===== config.mk =====
export PLATFORM = sky130hd
export DESIGN_NAME = dataflow_rr_merge
export DESIGN_NICKNAME = d
export VERILOG_FILES = /design/src/rtl/dataflow_rr_merge_pkg.sv /design/src/rtl/rr_priority_select.sv /design/src/rtl/dataflow_rr_merge.sv
export SDC_FILE = /design/constraint.sdc
export NUM_CORES = 1
export LEC_CHECK = 0
export ABC_AREA = 1
export BUFFER_PORTS_ARGS = -buffer_cell sky130_fd_sc_hd__buf_4
export CAP_MARGIN = 20
export CORE_MARGIN = 5
export CORE_UTILIZATION = 45
export DETAILED_ROUTE_END_ITERATION = 10
export PLACE_DENSITY_LB_ADDON = 0.12
export SYNTH_ARGS = -nofsm -noshare
export SYNTH_HDL_FRONTEND = slang
export SYNTH_SLANG_ARGS = --single-unit

===== constraint.sdc =====
create_clock -name clk -period 1.7 [get_ports clk]
set_clock_uncertainty 0.15 [all_clocks]
set_input_delay 0 -clock clk [delete_from_list [all_inputs] [get_ports clk]]
set_output_delay 0 -clock clk [all_outputs]
set_load 0.01 [all_outputs]

===== src/rtl/dataflow_rr_merge_pkg.sv =====
// Shared helpers for the round-robin merge: modular pointer arithmetic over a
// channel count that need not be a power of two.
package dataflow_rr_merge_pkg;

    // Advance a channel index by one, wrapping at n.
    function automatic int unsigned wrap_inc(input int unsigned k, input int unsigned n);
        return (k == n - 32'd1) ? 32'd0 : k + 32'd1;
    endfunction

endpackage


===== src/rtl/rr_priority_select.sv =====
// Combinational rotating-priority selector: returns the first asserted request
// at or after ptr, wrapping modulo CHANNELS.
module rr_priority_select
    import dataflow_rr_merge_pkg::*;
#(
    parameter int unsigned CHANNELS = 2
) (
    input  logic [CHANNELS-1:0]         req,
    input  logic [$clog2(CHANNELS)-1:0] ptr,
    output logic [$clog2(CHANNELS)-1:0] gnt_idx,
    output logic                        gnt_any
);

    localparam int unsigned CH_BITS = $clog2(CHANNELS);

    int unsigned k;
    logic        hit;

    always_comb begin
        gnt_any = 1'b0;
        gnt_idx = '0;
        k       = 32'(ptr);
        hit     = 1'b0;
        for (int unsigned i = 0; i < CHANNELS; i++) begin
            // Compare-based lookup keeps the index in range for non-power-of-2 counts.
            hit = 1'b0;
            for (int unsigned j = 0; j < CHANNELS; j++) begin
                if (j == k) begin
                    hit = req[j];
                end
            end
            if (!gnt_any && hit) begin
                gnt_any = 1'b1;
                gnt_idx = CH_BITS'(k);
            end
            k = wrap_inc(k, CHANNELS);
        end
    end

endmodule


===== src/rtl/dataflow_rr_merge.sv =====
// Round-robin N-to-1 valid/ready merge with a one-entry registered output stage;
// each output word carries the index of the channel it came from.
module dataflow_rr_merge
    import dataflow_rr_merge_pkg::*;
#(
    parameter int unsigned WIDTH    = 24,
    parameter int unsigned CHANNELS = 2
) (
    input  logic                        clk,
    input  logic                        reset_n,
    input  logic [CHANNELS-1:0]         i_valid,
    output logic [CHANNELS-1:0]         i_ready,
    input  logic [CHANNELS*WIDTH-1:0]   i_data,
    output logic                        o_valid,
    input  logic                        o_ready,
    output logic [WIDTH-1:0]            o_data,
    output logic [$clog2(CHANNELS)-1:0] o_channel
);

    localparam int unsigned CH_BITS = $clog2(CHANNELS);

    logic               valid_q, valid_d;
    logic [WIDTH-1:0]   data_q, data_d;
    logic [CH_BITS-1:0] chan_q, chan_d;
    logic [CH_BITS-1:0] rr_ptr_q, rr_ptr_d;

    logic [CH_BITS-1:0] gnt_idx;
    logic               gnt_any;
    logic               load_en;
    logic               in_xfer;
    logic [WIDTH-1:0]   sel_data;

    rr_priority_select #(
        .CHANNELS (CHANNELS)
    ) u_select (
        .req     (i_valid),
        .ptr     (rr_ptr_q),
        .gnt_idx (gnt_idx),
        .gnt_any (gnt_any)
    );

    // Reset gates load_en so no producer sees ready while the block is held in reset.
    assign load_en = reset_n && (!valid_q || o_ready);
    assign in_xfer = load_en && gnt_any;

    always_comb begin
        i_ready  = '0;
        sel_data = '0;
        for (int unsigned j = 0; j < CHANNELS; j++) begin
            if (gnt_idx == CH_BITS'(j)) begin
                i_ready[j] = in_xfer;
                sel_data   = i_data[j*WIDTH +: WIDTH];
            end
        end
    end

    always_comb begin
        valid_d  = valid_q;
        data_d   = data_q;
        chan_d   = chan_q;
        rr_ptr_d = rr_ptr_q;
        if (in_xfer) begin
            valid_d  = 1'b1;
            data_d   = sel_data;
            chan_d   = gnt_idx;
            rr_ptr_d = CH_BITS'(wrap_inc(32'(gnt_idx), CHANNELS));
        end else if (valid_q && o_ready) begin
            valid_d = 1'b0;
        end
    end

    always_ff @(posedge clk or negedge reset_n) begin
        if (!reset_n) begin
            valid_q  <= 1'b0;
            data_q   <= '0;
            chan_q   <= '0;
            rr_ptr_q <= '0;
        end else begin
            valid_q  <= valid_d;
            data_q   <= data_d;
            chan_q   <= chan_d;
            rr_ptr_q <= rr_ptr_d;
        end
    end

    assign o_valid   = valid_q;
    assign o_data    = data_q;
    assign o_channel = chan_q;

endmodule


==> results of run 1 <==
critical path, delay by kind of cell:
| kind | cells | cell delay [ns] |
|---|---|---|
| AOI/OAI and AO/OA | 1 | 0.25 |
| buffers and inverters | 3 | 1.32 |
| and+or+nand+nor | 1 | 0.05 |
per-stage QoR:
| stage | total power, mW | hold WS (ns) |
|---|---|---|
| after CTS | 1.86 | 0.0852 |
| final | 1.87 | 0.0821 |
| after global placement | 1.47 | -0.0916 |
| after global routing | 2.00 | 0.122 |
| after floorplan | 1.14 | -0.446 |
| after detailed placement | 1.48 | -0.0825 |
placed cells by master (no fill, tap or decap):
cell	synthesis	routed
nand2_1	125	125
buf_4	4	85
dlygate4sd3_1	0	53
dfrtp_1	27	27
nand3_1	24	24
inv_1	6	6
clkbuf_4	0	3
nor2_2	0	2
o21ai_4	1	1
nor2_4	1	1
nand2_2	1	1
nand2_8	0	1
inv_2	1	1
nand2_4	2	1
o21ai_0	1	1
clkinv_2	0	1
cells by family (layout without fill, tap and decap cells):
group           count (synthesis)  count (layout)  share of synthesized area [%]
buf+inv                        18             149                           7.65
simple gates                  154             155                           44.0
compound gates                  2               2                           1.48
flops                          27              27                           46.9
timing repair:
item	in CTS	in global routing
pin swaps	1	1
hold buffers	53	0
gates cloned	1	0
setup endpoints to repair	2	23
setup buffers	0	2
endpoints found under the hold margin	52	0
gates resized for setup	0	2
state kept, by name, summed over array words and instances, names as in the netlist:
name       count
o_valid        1
o_data        24
o_channel      1
rr_ptr_q       1
worst max path at each step:
stage                                    start                    end  slack (ns)
after CTS                  o_valid$_DFFE_PN0P_             i_ready[1]        0.01
after global routing      rr_ptr_q$_DFFE_PN0P_             i_ready[1]        0.05
final                               i_valid[1]    o_valid$_DFFE_PN0P_        0.15
after detailed placement   o_valid$_DFFE_PN0P_             i_ready[1]        0.23
after floorplan            o_valid$_DFFE_PN0P_  o_data[0]$_DFFE_PN0P_        0.44
after global placement     o_valid$_DFFE_PN0P_             i_ready[1]        0.27
layout make-up:
class	count	area, sq um
timing repair buffer	138	1170
sequential	27	676
multi-input combinational	157	672
fill	189	428
tap	44	55.1
inverter	7	26.3
clock buffer	3	22.5
clock inverter	1	5.00
power groups by stage:
| stage | registers [mW] | clock network (mW) | logic, mW |
|---|---|---|---|
| 2_1_floorplan | 0.885 | 0 | 0.258 |
| 3_3_place_gp | 0.829 | 0 | 0.638 |
| 3_5_place_dp | 0.831 | 0 | 0.645 |
| 4_1_cts | 0.819 | 0.289 | 0.749 |
| 5_1_grt | 0.840 | 0.310 | 0.854 |
| 6_report | 0.821 | 0.281 | 0.772 |
layer usage:
| layer | vias to the layer above | track usage (%) | part of all wire (%) |
|---|---|---|---|
| met5 | - | 0 | 0 |
| met4 | 0 | 6.60 | 2.0 |
| li1 | 880 | - | - |
| met2 | 66 | 47.3 | 53 |
| met1 | 807 | 32.1 | 39 |
| met3 | 13 | 4.22 | 5.6 |
==> results.yml, run 1 <==
run_status:
  outcome: "completed"
floorplanning:
  die_area_sq_um: 4430
  die_h_um: 66.6
  core_area_sq_um: 3050
  start_util_pct: 47.2
  rows: 20
  ios: 81
  die_w_um: 66.6
sta:
  final-hold-violation-count: 0
  slew_viol_final: 0
  tightest_slew_ns: 0.602
  fin_crit_sh_pct: 91.0
  layout_setup_ws_ns: 0.153
  grt_setup_unrepaired: "false"
  finalSetupViolCount: 0
  setup_tns_ns: 0
  max_slew_margin_pct: 59.9
  fmax_mhz: 646
  fin_crit_ns: 1.55
grt:
  grt_pass1_wl_um: 8760
  grtUsageTotal_pct: 26.2
  gr-total-overflow: 0
  grt_max_degree: 28
  grt_pass1_vias: 1823
  antenna_found_initial: 0
pwr:
  p_leak_nw: 1.48
  swShare_pct: 33.4
  power.share.sequential_pct: 43.8
  ir_drop_v: 0.000427
  pwr-share-comb_pct: 41.2
  p_clk_share_pct: 15.0
  power_density_nw_per_um2: 714
  p_int_mw: 1.25
  p_sw_mw: 0.627
critical_path:
  slowest_stage: "dlygate4sd3_1"
  r2r-start: "o_valid$_DFFE_PN0P_"
  cp_max_fo: 9
  crit_required_ns: 1.78
  cp.arrival_ns: 1.63
  r2r_slack_ns: 0.26
  crit_chain: "dlygate4sd3_1, buf_4, o21ai_4, dlygate4sd3_1, nand2_1"
  crit_top_cell: "dlygate4sd3_1"
  cp-end-kind: "register"
  critPathLaunchType: "primary input"
  r2r_cells: 6
  r2r-end: "o_channel$_DFFE_PN0P_"
  slowest_delay_ns: 0.58
  worstSetupPathType: "in -> reg"
detailed_routing:
  drt_iter0_drc: 185
  wl_per_cell_um: 14.0
  wl_um: 5290
  ant_nets: 0
  drt_first_pass_iters: 4
  via_per_inst: 4.68
  route.vias.total: 1766
  drc: 0
clock_tree:
  clock-sinks: 27
  cts_tree: "done"
  cts-buffers-inserted: 3
  cts-root-buf: "clkbuf_4"
  clkTransAtPathRegs_ns: 0.15
  clock_latency_ns: 0.32
  htree_levels: 1
  clockBufferDepth: 2
finish:
  final_area_sq_um: 2630
  finalNonFillerCells: 377
  drive_gt1_share_pct: 29.1
  fin_nets: 387
  final_util_pct: 86.0
  diodes: 0
  syn2layout_area_growth_pct: 82.3
placed_design:
  gp_congestion: 0.742
  dp_cells: 317
  place_hpwl_um: 2720
  pre_cts_slack_ns: 0.230
  postPlaceCellArea_sq_um: 2030
  portBuffers: 80
job:
  max_cap_viol_count: 0
yosys:
  ys.flop_type: "dfrtp_1"
  synth_cells: 201
  syn_nets: 254
  synth-edff-count: 0
  synthArstFlopShare_pct: 100
  ys_seq_area_share_pct: 46.9
  netlist_top_cells_count: "nand2_1 (125), dfrtp_1 (27), nand3_1 (24), inv_1 (6)"
  avgSynthCellArea_sq_um: 7.16
  synth_area_sq_um: 1440
  synth_most_common_cell: "nand2_1"
  synth_seq_cells: 27
  synth_area_leaders: "dfrtp_1 (47%), nand2_1 (33%), nand3_1 (8.3%)"
  synth_top_area_cell: "dfrtp_1"
  synth_cell_type_count: 14
  ys_warn_count: 0
  synth_top_area_share_pct: 46.9
hold_path:
  hp-class: "in -> async"
(Power assumes the default switching activity.)
==> run 2, diff against run 1 <==
--- a/config.mk
+++ b/config.mk
@@ -11,7 +11,8 @@
 export CORE_MARGIN = 5
 export CORE_UTILIZATION = 45
 export DETAILED_ROUTE_END_ITERATION = 10
-export PLACE_DENSITY_LB_ADDON = 0.12
+export GPL_ROUTABILITY_DRIVEN = 0
+export PLACE_DENSITY = 0.88
 export SYNTH_ARGS = -nofsm -noshare
 export SYNTH_HDL_FRONTEND = slang
 export SYNTH_SLANG_ARGS = --single-unit
==> results.yml, run 2 (synthesis gave the netlist of run 1 again) <==
run_status:
  outcome: "completed"
clock_tree:
  clock_latency_ns: 0.34
  clockBufferDepth: 2
  cts-root-buf: "clkbuf_4"
  cts_tree: "done"
  clock-sinks: 27
  clkTransAtPathRegs_ns: 0.16
  htree_levels: 1
  cts-buffers-inserted: 3
sta:
  hold_slack_ns: 0.0924
  tightest_slew_ns: 0.341
  slew_viol_final: 0
  max_slew_margin_pct: 77.3
  fin_crit_sh_pct: 99.5
  fin_crit_ns: 1.69
  fmax_mhz: 591
  final-hold-violation-count: 0
  setup_tns_ns: 0
  finalSetupViolCount: 0
placed_design:
  dp_cells: 319
  portBuffers: 80
  place_hpwl_um: 3050
  postPlaceCellArea_sq_um: 2050
finish:
  diodes: 0
  final_common_cell: "nand2_1"
  finalNonFillerCells: 380
  final_area_sq_um: 2660
  mostFrequentLayoutCells: "nand2_1 (125), buf_4 (87), dlygate4sd3_1 (53)"
  fill_cells: 164
  multi_input_area_sq_um: 679
  regArea_sq_um: 676
  largest_reg_flops: 24
  syn2layout_area_growth_pct: 84.6
  fin_nets: 390
  final_util_pct: 87.1
  drive_gt1_share_pct: 29.5
floorplanning:
  rows: 20
  start_util_pct: 47.2
  ios: 81
  die_h_um: 66.6
  die_area_sq_um: 4430
  core_area_sq_um: 3050
  die_w_um: 66.6
detailed_routing:
  drc: 0
  route.vias.total: 2065
  drt_first_pass_iters: 5
  via_per_inst: 5.43
  wl_um: 6750
  drt_iter0_drc: 295
  ant_nets: 0
  wl_per_cell_um: 17.8
grt:
  grt_pass1_wl_um: 9990
  grt_pass1_vias: 2036
  grtUsageTotal_pct: 30.2
  grt_max_degree: 28
  antenna_found_initial: 0
  gr-total-overflow: 0
pwr:
  p_leak_nw: 1.51
  ir_drop_v: 0.000626
  power_density_nw_per_um2: 734
critical_path:
  crit_required_ns: 1.55
  slowest_stage: "dlygate4sd3_1"
  critical-path-top-delay-family: "buffers and inverters"
  crit_chain: "dlygate4sd3_1, buf_4, o21ai_4, nor2_4, nand2_1, inv_1, buf_4"
  slowest_delay_ns: 0.55
  worstSetupPathType: "in -> out"
  cp_max_fo: 14
  r2r-start: "rr_ptr_q$_DFFE_PN0P_"
  critical_path_buf_inv_count: 4
  crit_top_cell: "buf_4"
  crit_start: "i_valid[1]"
  cp.arrival_ns: 1.54
  cp-end-kind: "output port"
  critPathLaunchType: "primary input"
job:
  max_cap_viol_count: 0
hold_path:
  hp-class: "in -> async"
==> run 2: changes by cell type in the layout (fill, tap and decap cells not counted), sizes merged <==
cell,before,now
buf,85,88
nand2,128,129
nor2,3,2
==> run 2: where the power goes <==
part	total [mW]	switching, mW	internal, mW	leakage [nW]
logic	0.836	0.423	0.412	1.15
registers	0.832	0.0737	0.759	0.336
clock network	0.284	0.195	0.0885	0.0177
total	1.95	0.692	1.26	1.51
==> run 2: timing repair <==
action / CTS / global route
endpoints found under the hold margin: 54 / 0
hold buffers: 53 / 0
resized for setup: 0 / 3
setup endpoints to repair: 0 / 2
buffers inserted: 0 / 3
==> run 2: worst paths after layout <==
| check | endpoint | slack (ns) | cells past startpoint |
|---|---|---|---|
| worst max-delay path | i_ready[0] | 0.009 | 7 |
| worst min-delay path | o_data[17]$_DFFE_PN0P_ | 0.09 | 3 |
| worst max register to register | o_data[15]$_DFFE_PN0P_ | 0.11 | 7 |
| worst min register to register | o_data[21]$_DFFE_PN0P_ | 0.35 | 2 |
| max in group asynchronous | o_data[1]$_DFFE_PN0P_ | 1.04 | 3 |
| min in group clk | o_data[18]$_DFFE_PN0P_ | 0.34 | 6 |
==> run 2: layout make-up <==
class / instances / area share [%]
repair buffers: 141 / 44.9
multi-input cells: 157 / 25.6
flip-flops and latches: 27 / 25.4
well taps: 44 / 2.07
inverters: 7 / 0.988
clock buffers: 3 / 0.847
clock inverters: 1 / 0.188
==> run 2: through the flow <==
step	total power [mW]	setup WS (ns)
floorplan	1.14	0.439
global placement	1.47	0.401
detailed placement	1.48	0.364
CTS	1.85	0.0124
global route	2.05	-0.0507
finish	1.95	0.00908
==> run 2: layer usage <==
layer / part of all wire, % / vias to the layer above / GRT usage, % / routed length (um)
met2: 51 / 180 / 53.7 / 3450
met1: 33 / 940 / 32.7 / 2230
met5: 0 / - / 0 / 0
met4: 7.4 / 0 / 18.0 / 499
li1: - / 887 / - / -
met3: 8.5 / 58 / 6.24 / 573
==> run 2: tightest hold or removal path, cell delays in order <==
cell	delay, ns
dlygate4sd3_1	0.55
buf_4	0.13
buf_4	0.32
==> run 3, diff against run 2 <==
--- a/config.mk
+++ b/config.mk
@@ -8,7 +8,7 @@
 export ABC_AREA = 1
 export BUFFER_PORTS_ARGS = -buffer_cell sky130_fd_sc_hd__buf_4
 export CAP_MARGIN = 20
-export CORE_MARGIN = 5
+export CORE_MARGIN = 1
 export CORE_UTILIZATION = 45
 export DETAILED_ROUTE_END_ITERATION = 10
 export GPL_ROUTABILITY_DRIVEN = 0
==> results.yml, run 3 (synthesis gave the netlist of run 1 again) <==
placed_design:
  portBuffers: 80
  postPlaceCellArea_sq_um: 2040
  place_hpwl_um: 2810
detailed_routing:
  wl_per_cell_um: 16.5
  route.vias.total: 1979
  wl_um: 6270
  via_per_inst: 5.21
  ant_nets: 0
  drc: 0
  drt_first_pass_iters: 5
  drt_iter0_drc: 172
grt:
  grt_max_degree: 28
  gr-total-overflow: 0
  antenna_found_initial: 3
  grt_pass1_vias: 2003
  grt_pass1_wl_um: 9200
  grtUsageTotal_pct: 37.3
sta:
  fin_crit_sh_pct: 92.8
  finalSetupViolCount: 0
  slew_viol_final: 0
  fmax_mhz: 634
  fin_crit_ns: 1.58
  max_slew_margin_pct: 76.9
  setup_tns_ns: 0
  tightest_slew_ns: 0.347
  hold_slack_ns: 0.0260
  final-hold-violation-count: 0
critical_path:
  worstSetupPathType: "reg -> reg"
  crit_chain: "inv_1, nor2_1, nor2_4, buf_4, buf_4, nand2_1, nand2_1"
  r2r-end: "o_data[22]$_DFFE_PN0P_"
  critPathLaunchType: "register"
  r2r_cells: 7
  cp.arrival_ns: 1.67
  r2r_slack_ns: 0.12
  slowest_stage: "dfrtp_1"
  critical_path_buf_inv_count: 3
  slowest_delay_ns: 0.39
  cp-end-kind: "register"
  r2r-start: "o_valid$_DFFE_PN0P_"
  cp_max_fo: 13
  critical-path-top-delay-family: "simple AND/OR/NAND/NOR gates"
  crit_required_ns: 1.79
clock_tree:
  clock_latency_ns: 0.33
  cts_tree: "done"
  clock-sinks: 27
  cts-root-buf: "clkbuf_4"
  clockBufferDepth: 2
  htree_levels: 1
  clkTransAtPathRegs_ns: 0.16
  cts-buffers-inserted: 3
finish:
  final_common_cell: "nand2_1"
  syn2layout_area_growth_pct: 82.8
  largest_reg_flops: 24
  mostFrequentLayoutCells: "nand2_1 (125), buf_4 (86), dlygate4sd3_1 (52)"
  drive_gt1_share_pct: 29.1
  fin_nets: 387
  regArea_sq_um: 676
  final_area_sq_um: 2630
  multi_input_area_sq_um: 663
  fill_cells: 165
floorplanning:
  rows: 20
  die_w_um: 58.6
  die_h_um: 58.6
  start_util_pct: 47.2
  ios: 81
  die_area_sq_um: 3430
  core_area_sq_um: 3050
pwr:
  finalPower_mw: 1.93
  p_leak_nw: 1.49
  power_density_nw_per_um2: 735
  ir_drop_v: 0.000480
hold_path:
  hold_path_depth: 5
  hp-class: "in -> reg"
  min_to: "o_data[7]$_DFFE_PN0P_"
  min-delay-start: "i_valid[0]"
job:
  max_cap_viol_count: 0
run_status:
  outcome: "completed"
## run 3: changes by cell type in the layout (fill, tap and decap cells not counted)
cell | previous run | this run
dlygate4sd3_1 | 53 | 52
nand2_2 | 0 | 1
buf_4 | 87 | 86
nand2_4 | 3 | 1
diode_2 | 0 | 3
## run 3: what timing repair did
action,4_1_cts,5_1_grt
gates resized for setup,0,2
hold endpoints to repair,54,0
endpoints found under the setup margin,0,2
hold buffers,52,0
setup buffers,0,3
## run 3: how the worst max path moves through the flow
stage                             start                      to  slack, ns  cells after the start
finish              o_valid$_DFFE_PN0P_  o_data[22]$_DFFE_PN0P_       0.12                      7
global route        o_valid$_DFFE_PN0P_  o_data[19]$_DFFE_PN0P_      -0.02                      6
detailed placement  o_valid$_DFFE_PN0P_  o_data[22]$_DFFE_PN0P_       0.30                      6
floorplan           o_valid$_DFFE_PN0P_   o_data[0]$_DFFE_PN0P_       0.44                      7
CTS                          i_valid[1]              i_ready[1]       0.02                      8
global placement    o_valid$_DFFE_PN0P_  o_data[21]$_DFFE_PN0P_       0.38                      6
## run 3: per-layer routing
metal	vias to the layer above	part of all wire [%]	wire, um	global-route usage [%]
met5	-	0	0	0
met4	0	8.3	518	26.2
met1	877	36	2240	42.7
li1	880	-	-	-
met3	52	8.1	511	6.81
met2	170	48	3010	63.1
## run 3: metrics by stage
step / utilization (%) / cells / setup WS (ns)
floorplan: - / 201 / 0.439
global placement: 66.9 / 318 / 0.380
detailed placement: 66.9 / 318 / 0.300
CTS: 84.8 / 374 / 0.0249
global route: 86.2 / 380 / -0.0190
finish: 86.2 / 380 / 0.123
## run 3: power by group
part | switching [mW] | total, mW | internal (mW)
Combinational | 0.405 | 0.809 | 0.404
Sequential | 0.0757 | 0.834 | 0.758
Clock | 0.203 | 0.292 | 0.0886
Total | 0.684 | 1.93 | 1.25
## run 3: area by class of cell
type	instances	area share, %
Clock buffer	3	0.856
Sequential cell	27	25.7
Inverter	7	0.998
Multi-Input combinational cell	156	25.2
Tap cell	44	2.09
Clock inverter	1	0.190
Timing Repair Buffer	139	44.7
Antenna cell	3	0.285
## run 3: worst register-to-register path: stages, from the launching register on
cell and delay [ns]:
dfrtp_1 0.39, inv_1 0.05, nor2_1 0.26, nor2_4 0.09, buf_4 0.18, buf_4 0.19
nand2_1 0.11, nand2_1 0.07
